==> src/rtl/uart_pkg.sv <==
// Shared UART definitions: frame sizes, register indices and the RX buffer entry layout.
package uart_pkg;

  localparam int unsigned MAX_FRAME_SIZE = 11;
  localparam int unsigned MIN_FRAME_SIZE = 8;

  localparam int unsigned REG_IDX_W = 2;
  localparam logic [REG_IDX_W-1:0] SR   = 2'd0;
  localparam logic [REG_IDX_W-1:0] CR   = 2'd1;
  localparam logic [REG_IDX_W-1:0] RXDR = 2'd2;
  localparam logic [REG_IDX_W-1:0] TXDR = 2'd3;

  typedef struct packed {
    logic                      parity_err;
    logic [MAX_FRAME_SIZE-1:0] frame;
  } rx_entry_t;

  // True when v is a non-zero power of two.
  function automatic bit is_pow2(input int unsigned v);
    return (v != 0) && ((v & (v - 1)) == 0);
  endfunction

endpackage

==> src/rtl/fifo_mem.sv <==
// Register-array storage for the RX FIFO: synchronous write, asynchronous read, no reset.
module fifo_mem #(
  parameter int unsigned DEPTH = 8,
  parameter int unsigned WIDTH = 12
) (
  input  logic                     clk_i,
  input  logic                     we_i,
  input  logic [$clog2(DEPTH)-1:0] waddr_i,
  input  logic [WIDTH-1:0]         wdata_i,
  input  logic [$clog2(DEPTH)-1:0] raddr_i,
  output logic [WIDTH-1:0]         rdata_o
);

  logic [WIDTH-1:0] r_mem [DEPTH];

  always_ff @(posedge clk_i) begin
    if (we_i) begin
      r_mem[waddr_i] <= wdata_i;
    end
  end

  assign rdata_o = r_mem[raddr_i];

endmodule

==> src/rtl/uart_rx_fifo.sv <==
// RX frame buffer between the UART receive frontend and the register block.
// First-word-fall-through head, occupancy/threshold flags and sticky overflow.
module uart_rx_fifo
  import uart_pkg::*;
#(
  parameter int unsigned DEPTH     = 8,
  parameter int unsigned WIDTH     = MAX_FRAME_SIZE,
  parameter int unsigned THRESHOLD = 4
) (
  input  logic                   clk_i,
  input  logic                   rst_ni,
  input  logic                   flush_i,
  input  logic [WIDTH-1:0]       frame_i,
  input  logic                   parity_err_i,
  input  logic                   valid_i,
  input  logic                   pop_i,
  input  logic                   clear_ovf_i,
  output logic [WIDTH-1:0]       data_o,
  output logic                   parity_err_o,
  output logic                   empty_o,
  output logic                   full_o,
  output logic [$clog2(DEPTH):0] count_o,
  output logic                   threshold_o,
  output logic                   overflow_o
);

  localparam int unsigned AW = $clog2(DEPTH);
  localparam int unsigned PW = AW + 1;
  localparam int unsigned EW = WIDTH + 1;
  localparam bit PARAMS_OK = is_pow2(DEPTH) && (DEPTH >= 2) &&
                             (THRESHOLD >= 1) && (THRESHOLD <= DEPTH);

  logic [PW-1:0] r_wptr;
  logic [PW-1:0] r_rptr;
  logic [PW-1:0] r_count;
  logic          r_ovf;

  logic          w_empty;
  logic          w_full;
  logic          w_push;
  logic          w_pop;
  logic          w_ovf_evt;
  logic [EW-1:0] w_wdata;
  logic [EW-1:0] w_rdata;

  assign w_empty = (r_count == '0);
  assign w_full  = (r_count == PW'(DEPTH));

  // Flush overrides everything; a full FIFO still accepts a frame when the head is popped.
  always_comb begin
    w_push    = 1'b0;
    w_pop     = 1'b0;
    w_ovf_evt = 1'b0;
    if (!flush_i) begin
      w_pop     = pop_i && !w_empty;
      w_push    = valid_i && (!w_full || pop_i);
      w_ovf_evt = valid_i && w_full && !pop_i;
    end
  end

  assign w_wdata = {parity_err_i, frame_i};

  fifo_mem #(
    .DEPTH (DEPTH),
    .WIDTH (EW)
  ) u_mem (
    .clk_i   (clk_i),
    .we_i    (w_push),
    .waddr_i (r_wptr[AW-1:0]),
    .wdata_i (w_wdata),
    .raddr_i (r_rptr[AW-1:0]),
    .rdata_o (w_rdata)
  );

  always_ff @(posedge clk_i or negedge rst_ni) begin
    if (!rst_ni) begin
      r_wptr  <= '0;
      r_rptr  <= '0;
      r_count <= '0;
    end else if (flush_i) begin
      r_wptr  <= '0;
      r_rptr  <= '0;
      r_count <= '0;
    end else begin
      if (w_push) begin
        r_wptr <= r_wptr + PW'(1);
      end
      if (w_pop) begin
        r_rptr <= r_rptr + PW'(1);
      end
      case ({w_push, w_pop})
        2'b10:   r_count <= r_count + PW'(1);
        2'b01:   r_count <= r_count - PW'(1);
        default: r_count <= r_count;
      endcase
    end
  end

  // A new overflow wins over a same-cycle clear request.
  always_ff @(posedge clk_i or negedge rst_ni) begin
    if (!rst_ni) begin
      r_ovf <= 1'b0;
    end else if (flush_i) begin
      r_ovf <= 1'b0;
    end else if (w_ovf_evt) begin
      r_ovf <= 1'b1;
    end else if (clear_ovf_i) begin
      r_ovf <= 1'b0;
    end
  end

  assign data_o       = w_empty ? '0 : w_rdata[WIDTH-1:0];
  assign parity_err_o = w_empty ? 1'b0 : w_rdata[WIDTH];
  assign empty_o      = w_empty;
  assign full_o       = w_full;
  assign count_o      = r_count;
  assign threshold_o  = (r_count >= PW'(THRESHOLD));
  assign overflow_o   = r_ovf;

  a_params_ok: assert property (@(posedge clk_i) PARAMS_OK)
    else $error("uart_rx_fifo: DEPTH must be a power of two >= 2 and 1 <= THRESHOLD <= DEPTH");

  a_count_matches_ptrs: assert property (@(posedge clk_i) disable iff (!rst_ni)
    r_count == PW'(r_wptr - r_rptr))
    else $error("uart_rx_fifo: count out of step with pointers");

  a_count_in_range: assert property (@(posedge clk_i) disable iff (!rst_ni)
    r_count <= PW'(DEPTH))
    else $error("uart_rx_fifo: count exceeds DEPTH");

endmodule

==> config.mk <==
export PLATFORM = sky130hd
export DESIGN_NAME = uart_rx_fifo
export DESIGN_NICKNAME = d
export VERILOG_FILES = /design/src/rtl/uart_pkg.sv /design/src/rtl/fifo_mem.sv /design/src/rtl/uart_rx_fifo.sv
export SDC_FILE = /design/constraint.sdc
export NUM_CORES = 1
export LEC_CHECK = 0
export ABC_AREA = 1
export CORE_UTILIZATION = 50
export DETAILED_ROUTE_END_ITERATION = 8
export HOLD_SLACK_MARGIN = 0.15
export PLACE_DENSITY_LB_ADDON = 0.25
export SYNTH_ARGS = -nofsm -noshare
export SYNTH_HDL_FRONTEND = slang
export SYNTH_HIERARCHICAL = 1
export SYNTH_SLANG_ARGS = --single-unit
==> constraint.sdc <==
create_clock -name clk_i -period 3.9 [get_ports clk_i]
set_input_delay 0.78 -clock clk_i [delete_from_list [all_inputs] [get_ports clk_i]]
set_output_delay 0.78 -clock clk_i [all_outputs]
set_load 0.03 [all_outputs]
==> summary.md, run 1 <==
| Metric | Value |
|---|---|
| Status | `completed` |
| # IOs | `38` |
| CTS Root Cell | `clkbuf_8` |
| Gpl congestion | `0.865` |
| Detailed Route Iter0 Violations | `192` |
| ANT nets after route | `0` |
| DR vias | `between 3000 and 4000` |
| RSZ-0062 raised after global routing | `no` |
| I/O Buffers | `37` |
| Area share of the largest cell type after synthesis | `a little under three fifths` |
| Worst hold margin | `0.503 ns` |
| Layout Utilization | `58.8%` |
| Final Slew Violations | `0` |
| Number of synthesized flops with an enable pin | `96` |
| WS Path Type | `reg2out` |
| WP data required | `3.12 ns` |
| H-Tree Depth | `3` |
| Post-route DRC | `0` |
| Crit-path max cell delay | `0.61 ns` |
| Final hold vios | `0` |
| Setup Total Neg Slack | `0 ns` |
| Xor and xnor area share after synthesis | `less than 1%` |
| Worst Path Max Fanout | `48` |
| VDD IR-drop max | `245 uV` |
| Unique masters post-synth | `27` |
| Dpl cell area | `between 0.005 and 0.006 mm^2` |
| Cell Area, Synth | `0.00506 mm^2` |
| Drt first pass iters | `4` |
| Compound-Gate Fraction of Synth Area | `1.21%` |
| Largest family of logic cells by synthesized area | `simple AND/OR/NAND/NOR gates` |
| DIE AREA | `0.0105 mm^2` |
| Area Growth Syn to Fin | `13.7%` |
| Global-route usage over all layers | `21.0%` |
| Final period util | `73.6%` |
| Ranking of synthesized cells by area | `edfxtp_1 57%, nand2_1 13%, inv_1 6.8%, nand3_1 5.8%, dfrtp_1 5.4%` |
| Critical Path Sink Type | `output port` |
| Antenna cells | `0` |
| HP Start | `overflow_o` |
| Via density | `~5` |
| Vias in the first global route | `3232` |
| Buf/Inv on CP | `3` |
| WL final | `just over 10000 um` |
| CTS buffer count | `9` |
| Synthesized instance count | `around 540` |
| Syn avg cell area | `9.33 um^2` |
| Layout cell share with drive strength beyond 1 | `11.9%` |
| Post-DP HPWL | `6610 um` |
| Place WS | `0.811 ns` |
| Most used DFF post-synth | `edfxtp_1` |
| Cts repair resizes | `0` |
| Worst-Margin Slew | `between 0.8 and 0.9 ns` |
| Reg2reg start | `count_o[1]` |
| Async S/R FF share, synth | `between 10% and 20%` |
| Clock Latency Late Sink | `roughly 0.37 ns` |
| Hold_buf cts | `0` |
| Die height | `just over 100 um` |
| Worst slew margin | `around 45%` |
| Pleak | `2.65 nW` |
| Clk buf depth | `2` |
| CTS tree | `built` |
| Number of setup buffers added after CTS | `0` |
| Non-Filler Cell Area, Final | `0.00575 mm^2` |
| Drt wl/cell | `14.2 um` |
| Slowest CP cell | `inv_2` |
| Critical Path Source Type | `flop` |
| Cells along the critical path | `inv_2, nand2_1, nand3_1, nand2_1, nand2_1, nand2_1, inv_1, nor2_1, buf_4` |
| Tmin final | `2.87 ns` |
| Flops & latches, synth | `roughly 110` |
| Final clock skew | `0.00912 ns` |
| YS warnings | `6` |
| CORE AREA | `0.00977 mm^2` |
| Post-layout net count | `608` |
| Worst-path clk slew | `0.09 ns` |
| Filler instances | `848` |
| # rows | `36` |
| Maximum Capacitance Violations | `0` |
| Most frequent CP cell | `nand2_1` |
| Cell Pwr Density | `between 400 and 500 mW/mm^2` |
| Mapped Nets | `between 500 and 600` |
| Sequential area share after synthesis | `62.4%` |
| Initial Utilization | `51.8%` |
| Initial antenna violation count | `0` |
| Synth Area in Simple Gates | `23.4%` |
| GRT overflow | `0` |
| Maximum clock rate | `348 MHz` |
| Setup-failing EPs final | `0` |
| Largest net degree at the start of global routing | `52` |
| Worst EP arrival | `between 2 and 2.5 ns` |
| Post-synthesis mux area share | `0%` |
| Final worst slack | `1.03 ns` |
| Global-route wire length before repair | `approximately 16000 um` |
| CTS Sinks | `107` |
| Die width | `103 um` |
| Delay-heaviest family, CP | `buffers and inverters` |
| Worst Hold Class | `reg2reg` |
| Synth Area in Adders | `1.39%` |
| CP Launch Point | `r_rptr[0]` |
| Cell taking the most area after synthesis | `edfxtp_1` |
-- through the flow --
stage	std cells	total power (W)
finish	723	0.00260
global placement	707	0.00198
CTS	723	0.00262
floorplan	542	0.00177
global route	723	0.00273
detailed placement	707	0.00199
-- report_power, final --
group | leakage (nW) | total [W] | switching (W) | internal (W)
logic | 1.54 | 0.000665 | 0.000451 | 0.000214
registers | 1.02 | 0.00129 | 0.0000213 | 0.00127
clock network | 0.0935 | 0.000644 | 0.000352 | 0.000292
total | 2.65 | 0.00260 | 0.000824 | 0.00178
-- sequential cells by signal (all words and copies together) (netlist names) --
signal and count:
count_o 4, overflow_o 1, r_rptr 3, r_wptr 3, u_mem/r_mem 96
-- cells in the mapped netlist, types with 2 or more instances --
cell type / count
nand4_1: 2
nor2_1: 23
nand2_4: 3
ha_1: 4
edfxtp_1: 96
nand3_2: 3
nand3_1: 59
inv_2: 15
a21oi_1: 3
nand2_1: 177
buf_2: 12
nor2_2: 3
clkbuf_1: 3
o21ai_0: 4
buf_4: 3
inv_1: 91
nand2_2: 3
dfrtp_1: 11
clkinv_1: 19
-- cell usage in the layout (no fill, tap or decap), drive strengths merged, types with 5 or more instances in the layout --
cell and count:
buf 26, o21ai 5, dfrtp 11, nand2 183, inv 106, clkinv 23
clkbuf 10, edfxtp 96, nand3 62, nor2 27, clkdlybuf4s50 25
-- cell type report --
cell class	instances	area, um^2	share of cell area, %
tap	133	166	2.89
sequential	107	3160	54.9
clock buffer	10	128	2.22
inverter	125	469	8.16
clock inverter	6	56.3	0.979
multi-input combinational	291	1330	23.1
timing repair buffer	51	445	7.75
-- worst paths after layout --
kind | end | slack (ns) | depth (start not counted)
max reg2reg | count_o[3] | 1.74 | 15
min in group asynchronous | r_wptr[0] | 0.74 | 1
min | overflow_o | 0.50 | 1
min reg2reg | overflow_o | 0.50 | 1
max | data_o[3] | 1.03 | 9
max in group asynchronous | r_rptr[1] | 2.82 | 1
-- cell families (layout without fill, tap and decap cells) --
group	count (synthesis)	in the layout
fa+ha+maj	5	5
xor+xnor	1	1
simple gates	275	275
buf+inv	144	192
flops	107	107
compound gates	10	10
-- routing by layer --
layer | vias up | share of wire (%) | global-route usage [%]
li1 | 1758 | - | -
met1 | 1624 | 45 | 27.9
met2 | 112 | 47 | 34.5
met3 | 24 | 5.6 | 3.25
met4 | 0 | 2.3 | 8.90
met5 | - | 0 | 0
Power figures use the tool's default switching activity.
==> run 2: changes to the inputs <==
==> constraint.sdc (replaced) <==
create_clock -name clk_i -period 2.43 [get_ports clk_i]
set_input_delay 0.486 -clock clk_i [delete_from_list [all_inputs] [get_ports clk_i]]
set_output_delay 0.486 -clock clk_i [all_outputs]
set_load 0.03 [all_outputs]
==> run 2 against run 1 <==
  * Worst setup slack got worse by 0.89 ns
  * Register-to-register slack got worse by 1.4 ns
  * Utilization rose by 0.95 points
  * Via count rose by 1.2%
  * Clock power rose by 46%
  * Clock skew fell by 0.0042 ns
  * First-iteration DRC count rose by 1.0%
  * Worst hold slack got worse by 0.040 ns
  * Sequential power rose by 62%
  * Sequential cell count did not move
  * Highest routed layer unchanged
==> summary.md, run 2 (synthesis results as in run 1) <==
| Metric | Value |
|---|---|
| # IOs | `38 (unchanged)` |
| WP data required | `1.94 ns (was 3.12 ns)` |
| Drt first pass iters | `4 (unchanged)` |
| Layout cell share with drive strength beyond 1 | `13.8% (was 11.9%)` |
| Most frequent CP cell | `nand2_1 (unchanged)` |
| ANT nets after route | `0 (unchanged)` |
| Setup-failing EPs final | `0 (unchanged)` |
| Design Power | `0.00411 W (was 0.00260 W)` |
| Most frequent cells in the layout | `177 x nand2_1, 96 x edfxtp_1, 91 x inv_1 (unchanged)` |
| Clock Latency Late Sink | `0.36 ns (was 0.37 ns)` |
| Post-DP HPWL | `6680 um (was 6610 um)` |
| Initial Utilization | `51.8% (unchanged)` |
| Status | `completed (unchanged)` |
| Post-route DRC | `0 (unchanged)` |
| Worst-Margin Slew | `0.574 ns (was 0.829 ns)` |
| Maximum clock rate | `about 440 MHz` |
| FF-to-FF setup slack | `0.35 ns (was 1.74 ns)` |
| Final worst slack | `0.136 ns (was 1.03 ns)` |
| Critical Path Sink Type | `output port (unchanged)` |
| Die width | `103 um (unchanged)` |
| Via density | `4.84 (was 4.87)` |
| Clk buf depth | `2 (unchanged)` |
| H-Tree Depth | `3 (unchanged)` |
| Tmin final | `around 2.3 ns` |
| VDD IR-drop max | `349 uV (was 245 uV)` |
| Detailed Route Iter0 Violations | `194 (was 192)` |
| Post-layout net count | `620 (was 608)` |
| Hold_buf cts | `0 (unchanged)` |
| CTS tree | `built (unchanged)` |
| Top reg by flops | `u_mem/r_mem (unchanged)` |
| CORE AREA | `0.00977 mm^2 (unchanged)` |
| Final period util | `between 90 and 100%` |
| WS Path Type | `reg2out (unchanged)` |
| DR vias | `3560 (was 3518)` |
| Final Slew Violations | `0 (unchanged)` |
| Final clock skew | `0.00490 ns (was 0.00912 ns)` |
| Initial antenna violation count | `0 (unchanged)` |
| Die height | `103 um (unchanged)` |
| Global-route wire length before repair | `16400 um (was 16000 um)` |
| RSZ-0062 raised after global routing | `no (unchanged)` |
| Vias in the first global route | `3401 (was 3232)` |
| CP Launch Point | `r_rptr[0] (unchanged)` |
| I/O Buffers | `37 (unchanged)` |
| WL final | `10200 um (about the same)` |
| Pleak | `2.70 nW (was 2.65 nW)` |
| Cells along the critical path | `inv_2, buf_6, nand2_1, nand3_1, nand2_1, nand2_1, nand2_1, inv_1, nor2_1, buf_4 (was inv_2, nand2_1, nand3_1, nand2_1, nand2_1, nand2_1, inv_1, nor2_1, buf_4)` |
| DIE AREA | `0.0105 mm^2 (unchanged)` |
| GRT overflow | `0 (unchanged)` |
| Largest net degree at the start of global routing | `29 (was 52)` |
| Crit-path max cell delay | `0.50 ns (was 0.61 ns)` |
| # rows | `36 (unchanged)` |
| Place WS | `-0.00839 ns (was 0.811 ns)` |
| Worst EP arrival | `1.81 ns (was 2.09 ns)` |
| Critical Path Source Type | `flop (unchanged)` |
| Final hold vios | `0 (unchanged)` |
| Antenna cells | `0 (unchanged)` |
| CTS Sinks | `107 (unchanged)` |
| Max reg flops | `96 (unchanged)` |
| Reg2reg start | `count_o[1] (unchanged)` |
| Worst-path clk slew | `0.09 ns (about the same)` |
| CTS buffer count | `9 (unchanged)` |
| Worst Hold Class | `in2async (was reg2reg)` |
| Area Growth Syn to Fin | `15.5% (was 13.7%)` |
| Setup Total Neg Slack | `0 ns (unchanged)` |
| Global-route usage over all layers | `21.5% (was 21.0%)` |
| Worst Path Max Fanout | `28 (was 48)` |
| Slowest CP cell | `dfrtp_2 (was inv_2)` |
| CTS Root Cell | `clkbuf_8 (unchanged)` |
| Gpl congestion | `0.873 (was 0.865)` |
| Maximum Capacitance Violations | `0 (unchanged)` |
| Drt wl/cell | `13.9 um (was 14.2 um)` |
| Commonest non-fill, non-tap cell in the layout | `nand2_1 (unchanged)` |
| Reg2Reg Depth | `15 (unchanged)` |
| Worst slew margin | `61.7% (was 44.6%)` |
| Cell Pwr Density | `704 mW/mm^2 (was 453 mW/mm^2)` |
## run 2: cell types whose count changed in the layout (fill, tap and decap cells not counted), sizes merged
cell           before  now
buf                26   38
bufinv              1    0
clkdlybuf4s50      25   23
clkinv             23   21
clkinvlp            1    4
dlygate4sd2         0    2
## run 2: per-stage QoR
stage | hold WS, ns | area, um^2 | utilization (%) | instances
floorplan | 0.190 | 5060 | - | 542
global placement | 0.480 | 5660 | 57.9 | 719
detailed placement | 0.483 | 5660 | 57.9 | 719
CTS | 0.458 | 5820 | 59.6 | 735
global route | 0.479 | 5840 | 59.8 | 735
finish | 0.463 | 5840 | 59.8 | 735
## run 2: cell type report
type,instances,area [um^2]
flip-flops and latches,107,3160
clock inverters,6,42.5
clock buffers,10,128
well taps,133,166
inverters,125,472
fillers,781,3930
multi-input cells,291,1330
repair buffers,63,548
## run 2: final timing paths
kind | end
max in group asynchronous | r_rptr[0]
hold / removal | r_rptr[1]
min in group clk_i | overflow_o
setup / recovery | data_o[2]
hold reg to reg | overflow_o
setup reg to reg | count_o[3]
## run 2: routing by layer
layer	vias up	GRT usage [%]	share of wire (%)
met5	-	0	0
met4	0	10.8	1.9
met3	14	4.68	5.2
met2	96	34.5	50
met1	1662	27.6	43
li1	1788	-	-
## run 2: timing repair
| item | in CTS | in global routing |
|---|---|---|
| buffers inserted | 0 | 0 |
| gates resized for setup | 3 | 6 |
| endpoints found under the setup margin | 4 | 12 |
| cloned | 0 | 0 |
## run 2: where the power goes
part	total [W]	switching, W	internal, W	leakage (nW)
registers	0.00209	0.0000447	0.00204	1.02
logic	0.00108	0.000713	0.000366	1.61
clock network	0.000943	0.000573	0.000371	0.0722
## run 2: worst max-delay path, delay by kind of cell, from the launching register on
family / cells / cell delay [ns]
and+or+nand+nor: 6 / 0.40
buffers and inverters: 4 / 0.54
DFF: 1 / 0.50
